===== config.mk =====
export PLATFORM = sky130hd
export DESIGN_NAME = mem_stage
export DESIGN_NICKNAME = d
export VERILOG_FILES = /design/src/rtl/mem_stage.sv
export SDC_FILE = /design/constraint.sdc
export NUM_CORES = 1
export LEC_CHECK = 0
export ABC_AREA = 1
export CAP_MARGIN = 20
export CELL_PAD_IN_SITES_DETAIL_PLACEMENT = 0
export CELL_PAD_IN_SITES_GLOBAL_PLACEMENT = 2
export CORE_MARGIN = 2
export CORE_UTILIZATION = 27
export CTS_BUF_LIST = sky130_fd_sc_hd__clkbuf_8
export DETAILED_ROUTE_END_ITERATION = 6
export PLACE_DENSITY_LB_ADDON = 0.08
export SYNTH_ARGS = -nofsm -noshare
export SYNTH_HDL_FRONTEND = slang
export SYNTH_SLANG_ARGS = --single-unit

===== constraint.sdc =====
create_clock -name clk -period 3.5 [get_ports clk]
set_clock_uncertainty 0.2 [all_clocks]
set_input_delay 0.7 -clock clk [delete_from_list [all_inputs] [get_ports clk]]
set_output_delay 0.7 -clock clk [all_outputs]
set_load 0.03 [all_outputs]

===== src/rtl/mem_stage.sv =====
// rtl/mem_stage.sv - MEM pipeline stage: bus load/store, lane extension, misalignment, MEM/WB register
module mem_stage #(
  parameter logic [2:0] EXP_MISA = 3'h5
) (
  input  logic        clk,
  input  logic        reset,
  input  logic        stall,
  input  logic        flush,
  output logic        busy,
  output logic [31:0] fwd_data,
  input  logic [31:0] ex_pc,
  input  logic        ex_en,
  input  logic        ex_br_flag,
  input  logic [3:0]  ex_mem_op,
  input  logic [31:0] ex_mem_wr_data,
  input  logic [1:0]  ex_ctrl_op,
  input  logic [4:0]  ex_dst_addr,
  input  logic        ex_gpr_we_,
  input  logic [2:0]  ex_exp_code,
  input  logic [31:0] ex_out,
  output logic        bus_req,
  input  logic        bus_grnt,
  output logic        bus_as,
  output logic        bus_rw,
  output logic [29:0] bus_addr,
  output logic [3:0]  bus_be,
  output logic [31:0] bus_wr_data,
  input  logic [31:0] bus_rd_data,
  input  logic        bus_rdy,
  output logic [31:0] mem_pc,
  output logic        mem_en,
  output logic        mem_br_flag,
  output logic [1:0]  mem_ctrl_op,
  output logic [4:0]  mem_dst_addr,
  output logic        mem_gpr_we_,
  output logic [2:0]  mem_exp_code,
  output logic [31:0] mem_out
);

  localparam logic [3:0] OP_LW  = 4'd1;
  localparam logic [3:0] OP_LH  = 4'd2;
  localparam logic [3:0] OP_LHU = 4'd3;
  localparam logic [3:0] OP_LB  = 4'd4;
  localparam logic [3:0] OP_LBU = 4'd5;
  localparam logic [3:0] OP_SW  = 4'd6;
  localparam logic [3:0] OP_SH  = 4'd7;
  localparam logic [3:0] OP_SB  = 4'd8;

  typedef enum logic [1:0] {IDLE, REQ, ACCESS, HOLD} state_t;

  state_t      state, next_state;
  logic        is_word, is_half, is_byte, is_load, is_store, is_mem;
  logic        misaligned, access_pending, misa_hit;
  logic        start, done, load_en;
  logic [3:0]  be_c;
  logic [31:0] wr_data_c;
  logic [31:0] rd_src, load_data, result;
  logic [7:0]  rd_byte;
  logic [15:0] rd_half;
  logic [31:0] hold_q;
  logic        flushed_q;

  // Decode the memory op, access size, alignment and lane placement of store data
  always_comb begin
    is_word    = (ex_mem_op == OP_LW) || (ex_mem_op == OP_SW);
    is_half    = (ex_mem_op == OP_LH) || (ex_mem_op == OP_LHU) || (ex_mem_op == OP_SH);
    is_byte    = (ex_mem_op == OP_LB) || (ex_mem_op == OP_LBU) || (ex_mem_op == OP_SB);
    is_load    = (ex_mem_op >= OP_LW) && (ex_mem_op <= OP_LBU);
    is_store   = (ex_mem_op >= OP_SW) && (ex_mem_op <= OP_SB);
    is_mem     = is_load || is_store;
    misaligned = (is_word && (ex_out[1:0] != 2'b00)) || (is_half && ex_out[0]);
    // An entry that already carries an exception never touches the bus
    access_pending = ex_en && is_mem && !misaligned && (ex_exp_code == 3'h0);
    misa_hit       = ex_en && is_mem && misaligned && (ex_exp_code == 3'h0);
    be_c = 4'h0;
    if (is_word)      be_c = 4'hF;
    else if (is_half) be_c = ex_out[1] ? 4'b1100 : 4'b0011;
    else if (is_byte) be_c = 4'b0001 << ex_out[1:0];
    wr_data_c = ex_mem_wr_data;
    if (is_byte)      wr_data_c = {4{ex_mem_wr_data[7:0]}};
    else if (is_half) wr_data_c = {2{ex_mem_wr_data[15:0]}};
  end

  // Select the addressed lane of the read data and extend it; HOLD replays the captured word
  always_comb begin
    rd_src = (state == HOLD) ? hold_q : bus_rd_data;
    case (ex_out[1:0])
      2'd0:    rd_byte = rd_src[7:0];
      2'd1:    rd_byte = rd_src[15:8];
      2'd2:    rd_byte = rd_src[23:16];
      default: rd_byte = rd_src[31:24];
    endcase
    rd_half = ex_out[1] ? rd_src[31:16] : rd_src[15:0];
    case (ex_mem_op)
      OP_LB:   load_data = {{24{rd_byte[7]}}, rd_byte};
      OP_LBU:  load_data = {24'h0, rd_byte};
      OP_LH:   load_data = {{16{rd_half[15]}}, rd_half};
      OP_LHU:  load_data = {16'h0, rd_half};
      default: load_data = rd_src;
    endcase
    result   = (access_pending && is_load) ? load_data : ex_out;
    fwd_data = result;
  end

  // Bus access sequencer: next state, busy and the start/complete strobes
  always_comb begin
    next_state = state;
    busy       = 1'b0;
    start      = 1'b0;
    done       = 1'b0;
    case (state)
      IDLE: begin
        if (access_pending) begin
          busy       = 1'b1;
          start      = 1'b1;
          next_state = REQ;
        end
      end
      REQ: begin
        busy = 1'b1;
        if (bus_grnt) next_state = ACCESS;
      end
      ACCESS: begin
        if (bus_rdy) begin
          done       = 1'b1;
          next_state = stall ? HOLD : IDLE;
        end else begin
          busy = 1'b1;
        end
      end
      HOLD: begin
        if (!stall) next_state = IDLE;
      end
      default: next_state = IDLE;
    endcase
    load_en = !stall && !busy;
  end

  // State register, read-data hold register and the sticky flush seen during an access
  always_ff @(posedge clk or negedge reset) begin
    if (!reset) begin
      state     <= IDLE;
      hold_q    <= 32'h0;
      flushed_q <= 1'b0;
    end else begin
      state <= next_state;
      if (done) hold_q <= bus_rd_data;
      if (load_en)                                 flushed_q <= 1'b0;
      else if (flush && (busy || state == HOLD))   flushed_q <= 1'b1;
    end
  end

  // Registered bus outputs: launched on entry to REQ, cleared when the access completes
  always_ff @(posedge clk or negedge reset) begin
    if (!reset) begin
      bus_req     <= 1'b0;
      bus_as      <= 1'b0;
      bus_rw      <= 1'b0;
      bus_addr    <= 30'h0;
      bus_be      <= 4'h0;
      bus_wr_data <= 32'h0;
    end else begin
      bus_as <= (state == REQ) && bus_grnt;
      if (start) begin
        bus_req     <= 1'b1;
        bus_rw      <= is_load;
        bus_addr    <= ex_out[31:2];
        bus_be      <= be_c;
        bus_wr_data <= is_store ? wr_data_c : 32'h0;
      end else if (done) begin
        bus_req     <= 1'b0;
        bus_rw      <= 1'b0;
        bus_addr    <= 30'h0;
        bus_be      <= 4'h0;
        bus_wr_data <= 32'h0;
      end
    end
  end

  // MEM/WB register: flush (now or remembered from the access) invalidates, else load when free
  always_ff @(posedge clk or negedge reset) begin
    if (!reset) begin
      mem_pc       <= 32'h0;
      mem_en       <= 1'b0;
      mem_br_flag  <= 1'b0;
      mem_ctrl_op  <= 2'h0;
      mem_dst_addr <= 5'h0;
      mem_gpr_we_  <= 1'b1;
      mem_exp_code <= 3'h0;
      mem_out      <= 32'h0;
    end else if (flush || (flushed_q && load_en)) begin
      mem_en       <= 1'b0;
      mem_gpr_we_  <= 1'b1;
      mem_exp_code <= 3'h0;
      mem_br_flag  <= 1'b0;
      mem_ctrl_op  <= 2'h0;
    end else if (load_en) begin
      mem_pc       <= ex_pc;
      mem_en       <= ex_en;
      mem_br_flag  <= ex_br_flag;
      mem_ctrl_op  <= ex_ctrl_op;
      mem_dst_addr <= ex_dst_addr;
      mem_gpr_we_  <= (!ex_en || misa_hit) ? 1'b1 : ex_gpr_we_;
      mem_exp_code <= misa_hit ? EXP_MISA : ex_exp_code;
      mem_out      <= result;
    end
  end

endmodule

After elaboration in Yosys (flattened, before gate mapping). Index checks and enable logic that the tools add are counted.

Output and inout bits: 179. Logic and storage cells: 124. Bits in registers: 181. Input port bits: 151.

Muxes and demuxes: 47. Order comparisons: 4. Shift operators: 1. Reduce and logical (&&, ||, !) cells: 37. Bitwise gates (word level): 1. Eq/ne operators: 17.

Operators by type and width (count): $mux 32 (7); $pmux 32 s4 (1); $mux 30 (2); $mux 4 (6); $pmux 8 s3 (1); $mux 1 (17); $eq 4x3->1 const B (4); $mux 16 (1); $logic_and 1x1->1 (14); $mux 2 (7); $logic_or 1x1->1 (10); $mux 3 (3); $eq 4x2->1 const B (2); $ne 2x2->1 const B (4); $pmux 2 s4 (1); $reduce_bool 2->1 (4); $eq 2x2->1 const B (3); $eq 2x1->1 const B (2); $eq 4x1->1 const B (1); $eq 4x4->1 const B (1); $ge 4x1->1 const B (1); $ge 4x3->1 const B (1); $le 4x3->1 const B (1); $le 4x4->1 const B (1); other kinds (8) (12).

Longest topological paths before layout.
Word-level depth: 16. Depth in mapped cells: 16.

Worst setup path before layout. Ideal clock, no wire load.

Kind: input -> output. Start: input ex_mem_op[3]. End: output fwd_data[7]. Required time: 2.600 ns. Stages on the path: 7. Slack: 0.391 ns. Buffers on the path: 0. Arrival time: 2.209 ns. Cells stage by stage: nor2_1 > nand2_1 > nand2_2 > o21bai_1 > nor2_1 > nand2_1 > o21ai_0.

Word-level cells in the longest chain between the ends: 10. Elaborated cells between the ends (all ways): 27. Classes of those cells: order compare (4); eq/ne (7); mux (2); reduce/logical (14).

RTL lines: start: declaration (RTL line 14) `input logic [3:0] ex_mem_op,`; parallel branches: the longest is 9 deep, another holds $ge 4x1->1; $mux 32 (*) (RTL line 101) `result = (access_pending && is_load) ? load_data : ex_out;`; end: declaration (RTL line 10) `output logic [31:0] fwd_data,`.

Mark *: on every way between the ends.

Final worst setup path.
Start: input ex_out[1]. End: output fwd_data[10].

Word-level cells in the longest chain between the ends: 8. Elaborated cells between the ends (all ways): 14. Classes of those cells: eq/ne (2); mux (4); reduce/logical (8).

RTL lines: start: declaration (RTL line 20) `input logic [31:0] ex_out,`; parallel branches: the longest is 7 deep, another holds $pmux 32 s4; $mux 32 (*) (RTL line 101).

Marks and branches as above.

==> qor.csv <==
metric;value;unit
Avg Vias per Cell;4.42;
number of global-route vias before repair;9106;
critical-path cell list;clkdlybuf4s50_1 > buf_6 > buf_4 > nand3_1 > nand3_1 > nand2_2 > nand2_4 > buf_12 > nand3_2 > nand2_1 > nand2_1 > buf_4;
Seq pwr share;35.3;%
DR DRC count;0;
Max Cap Viol;0;
Largest stage delay, worst path;470;ps
CTS tree;done;
1st-iter DRT viols;489;
first-pass GRT wire length;55300;um
Avg Inst Size Synth;7.28;um2
Post-Syn Nets;1401;
slowest CP cell;clkdlybuf4s50_1;
CORE AREA;0.0334;mm2
Synth area leader;dfrtp_1;
Hold Vio Cnt, Final;0;
worst hold path type;flop to flop;
crit path kind;primary input to output port;
Startpoint Class;primary input;
maximum vdd ir drop;351;uV
initial antenna violation count;1;
nets@finish;1769;
global-route usage over all layers;20.6;%
GP Congestion;0.850;
Ys Warns;0;
postcts setup bufs;0;
setup_tns;0;ps
finished layout cell area;0.0138;mm2
# IOs;330;
Num Clock Sinks;181;
Crit path buffers/inverters;5;
GR Overflow Total;0;
sequential element share of the synthesized area;49.8;%
unrepaired setup endpoints after global routing;yes;
Die H;188;um
Yosys reg bits;181;
Die Width;188;um
Pwr per Cell Area;626;mW/mm2
H-tree depth;4;
clk slew on worst S/H paths;90;ps
outcome;finished, final reports clean;
WL final;35800;um
FILL cells;3554;
area of the mapped netlist;0.00910;mm2
via count;9184;
final setup vio count;0;
Placed Area;0.0133;mm2
full die area;0.0352;mm2
Synth Instances;1250;
final worst path period need;3420;ps
CP required;2600;ps
wire per inst;17.2;um
critical path arrival;2520;ps
library cells used by synthesis;30;
share of power burned in the clock network;15.5;%
Top delay family on crit path;buffers and inverters;
PortBufs;329;
CTS buffer count;17;
Synth top area share;49.5;%
largest net degree at the start of global routing;65;
clk_lat worst skew;490;ps
Clock Path Buffers;2;
Gate power share;49.3;%
CP max FO;11;
top cells by area, synth;dfrtp_1 (50%), nand2_1 (29%), nand3_1 (4.7%);
P&R area growth vs syn;51.5;%
Crit. End Element;output port;
Initial Utilization;27.3;%
num rows;67;
worst-margin pin slew;584;ps
Net Sw Power;3760;uW
first-pass detailed-route iteration total;5;
Clock Tree Root;clkbuf_8;
PnR Total Power;8620;uW
final period utilization;97.7;%
post-route ant nets;0;
internal cell power;4860;uW
Max Fclk;293;MHz
Post-DP HPWL;27000;um
Leak;0.00704;uW
Final Slew Violations;0;
Worst slew margin;61.1;%
Sw Ratio;43.6;%
proportion of layout cells with a drive suffix above 1;11.8;%
## worst min-delay path, cell delays in order, from the launching register on
cell	delay (ps)
dfrtp_1	350
nand2_1	50
nand2_1	40
## cell families after synthesis
logic type,count (synthesis),share of synthesized area (%)
flops,181,49.8
compound gates,101,6.27
simple gates,843,36.8
buf+inv,125,7.15
## power groups by stage
stage               logic, uW  clock network [uW]  registers [uW]
floorplan                1480                   0            3950
global route             4620                1490            3120
CTS                      4300                1410            3040
global placement         4270                   0            3070
detailed placement       4280                   0            3080
finish                   4250                1330            3040
## repair_timing
item                                    4_1_cts  5_1_grt
hold endpoints to repair                     22        0
gates resized for setup                      15       25
hold buffers                                  1        0
pin swaps                                     2        4
endpoints found under the setup margin       32       33
gates cloned                                  0        1
## state kept, by name, summed over array words and instances, names as in the netlist, 2 cells and up
register and flops:
bus_wr_data 32, mem_pc 32, mem_ctrl_op 2, hold_q 32
bus_be 4, state 2, mem_exp_code 3, mem_out 32
bus_addr 30, mem_dst_addr 5
## routing by layer
metal / vias to the layer above / global-route usage [%] / share of wire [%]
met5: - / 0 / 0
met2: 247 / 34.1 / 47
li1: 4626 / - / -
met4: 0 / 5.06 / 1.5
met3: 18 / 4.27 / 4.8
met1: 4293 / 27.6 / 46
## final cells by class
class	count	area, um2	share of cell area, %
antenna	1	2.50	0.0182
clock inverter	13	81.3	0.590
timing repair buffer	417	4150	30.1
tap	448	561	4.07
sequential	181	4530	32.9
inverter	57	216	1.57
clock buffer	18	248	1.80
multi-input combinational	944	3990	29.0
## cells in the final DEF, fill, tap and decap left out, types with 11 or more instances in the layout
| cell type | count |
|---|---|
| dfrtp_1 | 180 |
| o211ai_1 | 11 |
| clkdlybuf4s50_1 | 290 |
| buf_4 | 95 |
| o21ai_1 | 14 |
| inv_1 | 51 |
| buf_12 | 17 |
| clkbuf_8 | 19 |
| nand2_2 | 11 |
| nand3_1 | 82 |
| nand2_1 | 695 |
| nor2_1 | 30 |
| o21ai_0 | 64 |
## synth_stat cells, drive strengths merged
library cell and number:
nand2 707, nor3 3, a21oi 1, o21bai 1, o21ai 80, nand3 89
nand4 4, o211ai 11, or2 1, dfrtp 180, o31ai 5, a21boi 3
clkinv 1, clkbuf 18, dfstp 1, inv 56, nor2 39, buf 50
## final timing paths
| check | startpoint | endpoint | slack, ps | depth (start not counted) |
|---|---|---|---|---|
| worst max-delay path | ex_out[1] | fwd_data[10] | 80 | 12 |
| worst min-delay path | bus_addr[24]$_DFFE_PN0P_ | bus_addr[24]$_DFFE_PN0P_ | 280 | 2 |
| worst max register to register | state[1]$_DFFE_PN0P_ | mem_out[25]$_DFFE_PN0P_ | 1360 | 11 |
| worst min register to register | bus_addr[24]$_DFFE_PN0P_ | bus_addr[24]$_DFFE_PN0P_ | 280 | 2 |
| max in group asynchronous | reset | mem_pc[3]$_DFFE_PN0P_ | 1780 | 3 |
| min in group asynchronous | reset | bus_wr_data[13]$_DFFE_PN0P_ | 570 | 2 |
## metrics by stage
step	util [%]	setup WS, ps	instances	hold WS (ps)
detailed placement	39.9	-117	2045	257
floorplan	-	391	1250	204
global placement	39.9	-85.0	2045	254
global route	41.3	-14.4	2079	296
finish	41.3	81.8	2079	276
CTS	41.0	-1.99	2077	282
(Power assumes the default switching activity.)
==> RTL edit 1: new RTL, same settings <==
Re-encode `state_t` (4 states) as Gray code, 2 bits wide.
--- a/src/rtl/mem_stage.sv
+++ b/src/rtl/mem_stage.sv
@@ -46,7 +46,7 @@
   localparam logic [3:0] OP_SH  = 4'd7;
   localparam logic [3:0] OP_SB  = 4'd8;
 
-  typedef enum logic [1:0] {IDLE, REQ, ACCESS, HOLD} state_t;
+  typedef enum logic [1:0] {IDLE = 2'b00, REQ = 2'b01, ACCESS = 2'b11, HOLD = 2'b10} state_t;
 
   state_t      state, next_state;
   logic        is_word, is_half, is_byte, is_load, is_store, is_mem;
Function: no difference found for any inputs over 4 cycles, from zero or initial values and one cycle with reset low; so few cycles prove little.
==> RTL edit 1 against the original RTL <==
Total power grew 2.5%; count of clock-buffer cells in the layout unchanged; critical path depth fell by 2; utilization rose by 1.1 points; sequential cell count did not move; non-clock buffer count grew 1; area after synthesis fell by 1.8%; global-route usage is 0.080 points lower; wire length shrank 0.45%; worst setup slack got worse by 13 ps; cell area rose by 0.22%; first-iteration DRC count up 21%; cell count increased by 0.34%.
==> RTL edit 1: results (changes against the original RTL) <==
[status]
status = complete, no violations  ; unchanged

[min_path]
hp-class = in2async  ; was reg2reg

[power]
ir_drop_mv = 0.247  ; was 0.351 mV
p_leak_nw = 7.07  ; was 7.04 nW
clkPwrFrac = 0.165  ; was 0.155
seqPwrFrac = 0.349  ; was 0.353
powerSeq_mw = 3.09  ; was 3.04 mW

[layout]
drive_gt1_frac = 0.117  ; was 0.118
nNetsFinal = 1782  ; was 1769

[global_routing]
grt_start_max_net_pins = 73  ; was 65
grt_pass1_wl_mm = 53.9  ; was 55.3 mm

[yosys]
syn_nets = 1402  ; was 1401
avgSynthCellArea_um2 = 7.14  ; was 7.28 um^2
synth_seq_area_share = 0.507  ; was 0.498

[detailed_routing]
drt-initial-drc-count = 593  ; was 489
totalWireLength_mm = 35.6  ; was 35.8 mm

[sta]
holdWs_ps = 4.78  ; was 276 ps
post-route-min-period_ps = 3430  ; was 3420 ps
slew_headroom = 0.540  ; was 0.611

[setup_path]
reg2reg_slack_ps = 1160  ; was 1360 ps
critPathCapture = fwd_data[13]  ; was fwd_data[10]
reg2reg_depth = 13  ; was 11
critical_path_arrival_ps = 2530  ; was 2520 ps
r2r-start = state[0]  ; was state[1]

[place]
gp_congestion = 0.844  ; was 0.850

[clocking]
clk_pin_slew_worst_paths_ps = 120  ; was 90 ps

RTL edit 1: cells by family (layout without fill, tap and decap cells):
family,Yosys count,in the layout,share of synthesized area
flip-flops,181,181,0.507
AND/OR/NAND/NOR,840,840,0.371
buffers and inverters,123,515,0.0596
AO/OA/AOI/OAI,107,107,0.0618
other,0,1,0
RTL edit 1: area by class of cell:
class | count | area [um^2] | area share
diodes | 1 | 2.50 | 0.000181
inverters | 66 | 248 | 0.0179
repair buffers | 418 | 4180 | 0.303
clock buffers | 18 | 248 | 0.0179
flip-flops and latches | 181 | 4530 | 0.328
clock inverters | 13 | 131 | 0.00952
well taps | 442 | 553 | 0.0401
multi-input cells | 947 | 3910 | 0.283
RTL edit 1: metal layers:
metal  track usage  vias to the layer above  routed length, um
li1              -                     4633                  -
met1         0.288                     4228              16800
met2         0.323                      271              16100
met3        0.0470                       20               2410
met4        0.0425                        2                319
met5             0                        -                 13
==> RTL edit 2: new RTL, same settings <==
Made on the original files. Reset style: synchronous (`reset`), changed in 3 clocked blocks.
--- a/src/rtl/mem_stage.sv
+++ b/src/rtl/mem_stage.sv
@@ -137,7 +137,7 @@
   end
 
   // State register, read-data hold register and the sticky flush seen during an access
-  always_ff @(posedge clk or negedge reset) begin
+  always_ff @(posedge clk) begin
     if (!reset) begin
       state     <= IDLE;
       hold_q    <= 32'h0;
@@ -151,7 +151,7 @@
   end
 
   // Registered bus outputs: launched on entry to REQ, cleared when the access completes
-  always_ff @(posedge clk or negedge reset) begin
+  always_ff @(posedge clk) begin
     if (!reset) begin
       bus_req     <= 1'b0;
       bus_as      <= 1'b0;
@@ -178,7 +178,7 @@
   end
 
   // MEM/WB register: flush (now or remembered from the access) invalidates, else load when free
-  always_ff @(posedge clk or negedge reset) begin
+  always_ff @(posedge clk) begin
     if (!reset) begin
       mem_pc       <= 32'h0;
       mem_en       <= 1'b0;
Function: differs if reset is asserted again (counterexample within 4 cycles, from zero or initial values and one cycle with reset low); with reset held inactive, the same outputs for 4 cycles.
==> RTL edit 2 against the original RTL <==
Utilization rose by 0.78 points; worst setup slack improved by 13 ps; worst hold slack got worse by 31 ps; first-iteration DRC count rose by 9.8%; critical path type unchanged; wire length fell by 0.75%; sequential cell count did not move; die area fell by 1.2%; cell area fell by 0.40%; area after synthesis fell by 1.3%; sequential share of layout area fell by 6.5 points; synthesized cell count rose by 15%.
Power is not compared: it rests on default switching activity, and its combinational part moved more than twofold at a synthesized area within 25%.
==> RTL edit 2: results (changes against the original RTL) <==
[detailed_routing]
drt-initial-drc-count = 537  ; was 489
vias = 9839  ; was 9184
wl_per_cell_um = 15.9  ; was 17.2 um
route.detailed.drc = 0  ; unchanged
drt_pass1_iterations = 5  ; unchanged

[yosys]
ys.warnings.count = 0  ; unchanged
ys_top_cells_by_count = 462 x nand2_1, 195 x nor2_1, 181 x dfxtp_1  ; was 702 x nand2_1, 180 x dfrtp_1, 86 x nand3_1
synth_seq_area_share = 0.403  ; was 0.498
avgSynthCellArea_um2 = 6.25  ; was 7.28 um^2
synth_area_leaders = dfxtp_1 40%, nand2_1 19%, nor2_1 8.1%, inv_1 7.4%, a21oi_1 6.1%  ; was dfrtp_1 50%, nand2_1 29%, nand3_1 4.7%, o21ai_0 3.7%, inv_1 2.1%
synth.distinct_cells = 32  ; was 30
syn_nets = 1588  ; was 1401
ys.flop_type = dfxtp_1  ; was dfrtp_1
synthArstFlopShare = 0  ; was 1.00

[power]
ir_drop_mv = 0.208
p_leak_nw = 6.10

[global_routing]
met1_usage = 0.258  ; was 0.276
grt_pass1_vias = 9404  ; was 9106
grt_usage = 0.203  ; was 0.206
antenna_found_initial = 2  ; was 1
met3_usage = 0.0572  ; was 0.0427
grt_start_max_net_pins = 69  ; was 65
met2_usage = 0.340  ; was 0.341
grt_pass1_wl_mm = 54.8  ; was 55.3 mm

[min_path]
hold_depth = 2  ; unchanged
hp-class = reg2reg  ; unchanged

[setup_path]
cp_top_family = buffers and inverters  ; unchanged
cpPeakStageDelay_ps = 430  ; was 470 ps
r2r-end = mem_out[13]  ; was mem_out[25]
reg2reg_depth = 14  ; was 11
reg2reg_slack_ps = 1200  ; was 1360 ps
cp-startpoint = ex_exp_code[2]  ; was ex_out[1]
r2r-start = state[1]  ; unchanged
crit_path_top_delay_cell = clkdlybuf4s50_1  ; unchanged
critical_path_arrival_ps = 2510  ; was 2520 ps
critPathCapture = fwd_data[23]  ; was fwd_data[10]
path_max_fanout = 6  ; was 11

[layout]
drive_gt1_frac = 0.113  ; was 0.118
nNetsFinal = 1935  ; was 1769
fin_cells = 2238  ; was 2079

[clocking]
clock_latency_ps = 480
clockRootBuffer = clkbuf_8  ; unchanged
cts_made_buffers = 17  ; unchanged
clk_pin_slew_worst_paths_ps = 90  ; about the same
htree_levels = 4  ; unchanged
max-clock-path-buffers = 2  ; unchanged

[place]
portBuffers = 329  ; unchanged
gp_congestion = 0.885  ; was 0.850
dp_hpwl_mm = 26.7  ; was 27.0 mm

[status]
status = complete, no violations  ; unchanged

[sta]
slew_headroom = 0.468  ; was 0.611

RTL edit 2: changes by cell type in the layout (fill, tap and decap cells not counted), sizes merged, moves of 30 or more:
| cell | unedited run | this run |
|---|---|---|
| nand3 | 89 | 43 |
| nand4 | 4 | 39 |
| nor2 | 39 | 200 |
| dfrtp | 180 | 0 |
| inv | 61 | 183 |
| o21ai | 80 | 110 |
| a21oi | 1 | 110 |
| nand2 | 707 | 467 |
| dfxtp | 0 | 181 |
RTL edit 2: power breakdown:
| part | total, mW | leakage [nW] | switching [mW] | internal, mW |
|---|---|---|---|---|
| logic | 1.23 | 4.44 | 0.701 | 0.528 |
| registers | 2.19 | 1.47 | 0.0410 | 2.14 |
| clock network | 1.31 | 0.183 | 0.782 | 0.533 |
| total | 4.73 | 6.10 | 1.52 | 3.21 |
RTL edit 2: timing repair:
action | CTS | global route
resized for setup | 19 | 33
pin swaps | 0 | 4
hold endpoints to repair | 0 | 0
endpoints found under the setup margin | 32 | 32
buffers inserted | 0 | 5
RTL edit 2: tightest hold or removal path, cell delays in order, from the launching register on:
cell and delay (ps):
dfxtp_1 310, inv_1 40, a21oi_1 50
RTL edit 2: how the worst min path moves through the flow:
stage / slack [ps] / end / from
floorplan: 220 / hold_q[10] / hold_q[10]
global placement: 230 / hold_q[13] / hold_q[13]
detailed placement: 240 / hold_q[30] / hold_q[30]
CTS: 250 / mem_pc[5] / reset
global route: 270 / mem_pc[8] / reset
finish: 250 / hold_q[14] / hold_q[14]
RTL edit 2: cells by family after synthesis:
logic type,Yosys count,share of synthesized area
AOI/OAI and AO/OA,231,0.132
and+or+nand+nor,759,0.347
DFF,181,0.403
buffers and inverters,266,0.118
RTL edit 2: per-stage QoR:
stage	setup WS, ps	area (um^2)	setup TNS (ps)
after floorplan	388	8980	0
after global placement	-135	13200	-1940
after detailed placement	-196	13200	-3120
after CTS	4.31	13600	0
after global routing	-21.1	13700	-44.2
final	94.6	13700	0
RTL edit 2: final cells by class:
| type | count | area [um^2] |
|---|---|---|
| Fill cell | 3512 | 18900 |
| Multi-Input combinational cell | 990 | 4420 |
| Timing Repair Buffer | 410 | 4090 |
| Sequential cell | 181 | 3620 |
| Inverter | 184 | 701 |
| Tap cell | 442 | 553 |
| Clock buffer | 20 | 275 |
| Clock inverter | 10 | 61.3 |
| Antenna cell | 1 | 2.50 |
RTL edit 2: routing by layer:
metal	wire length, um	vias up
met4	465	2
met3	2380	20
met2	16600	263
li1	-	5143
met5	7	-
met1	16100	4411
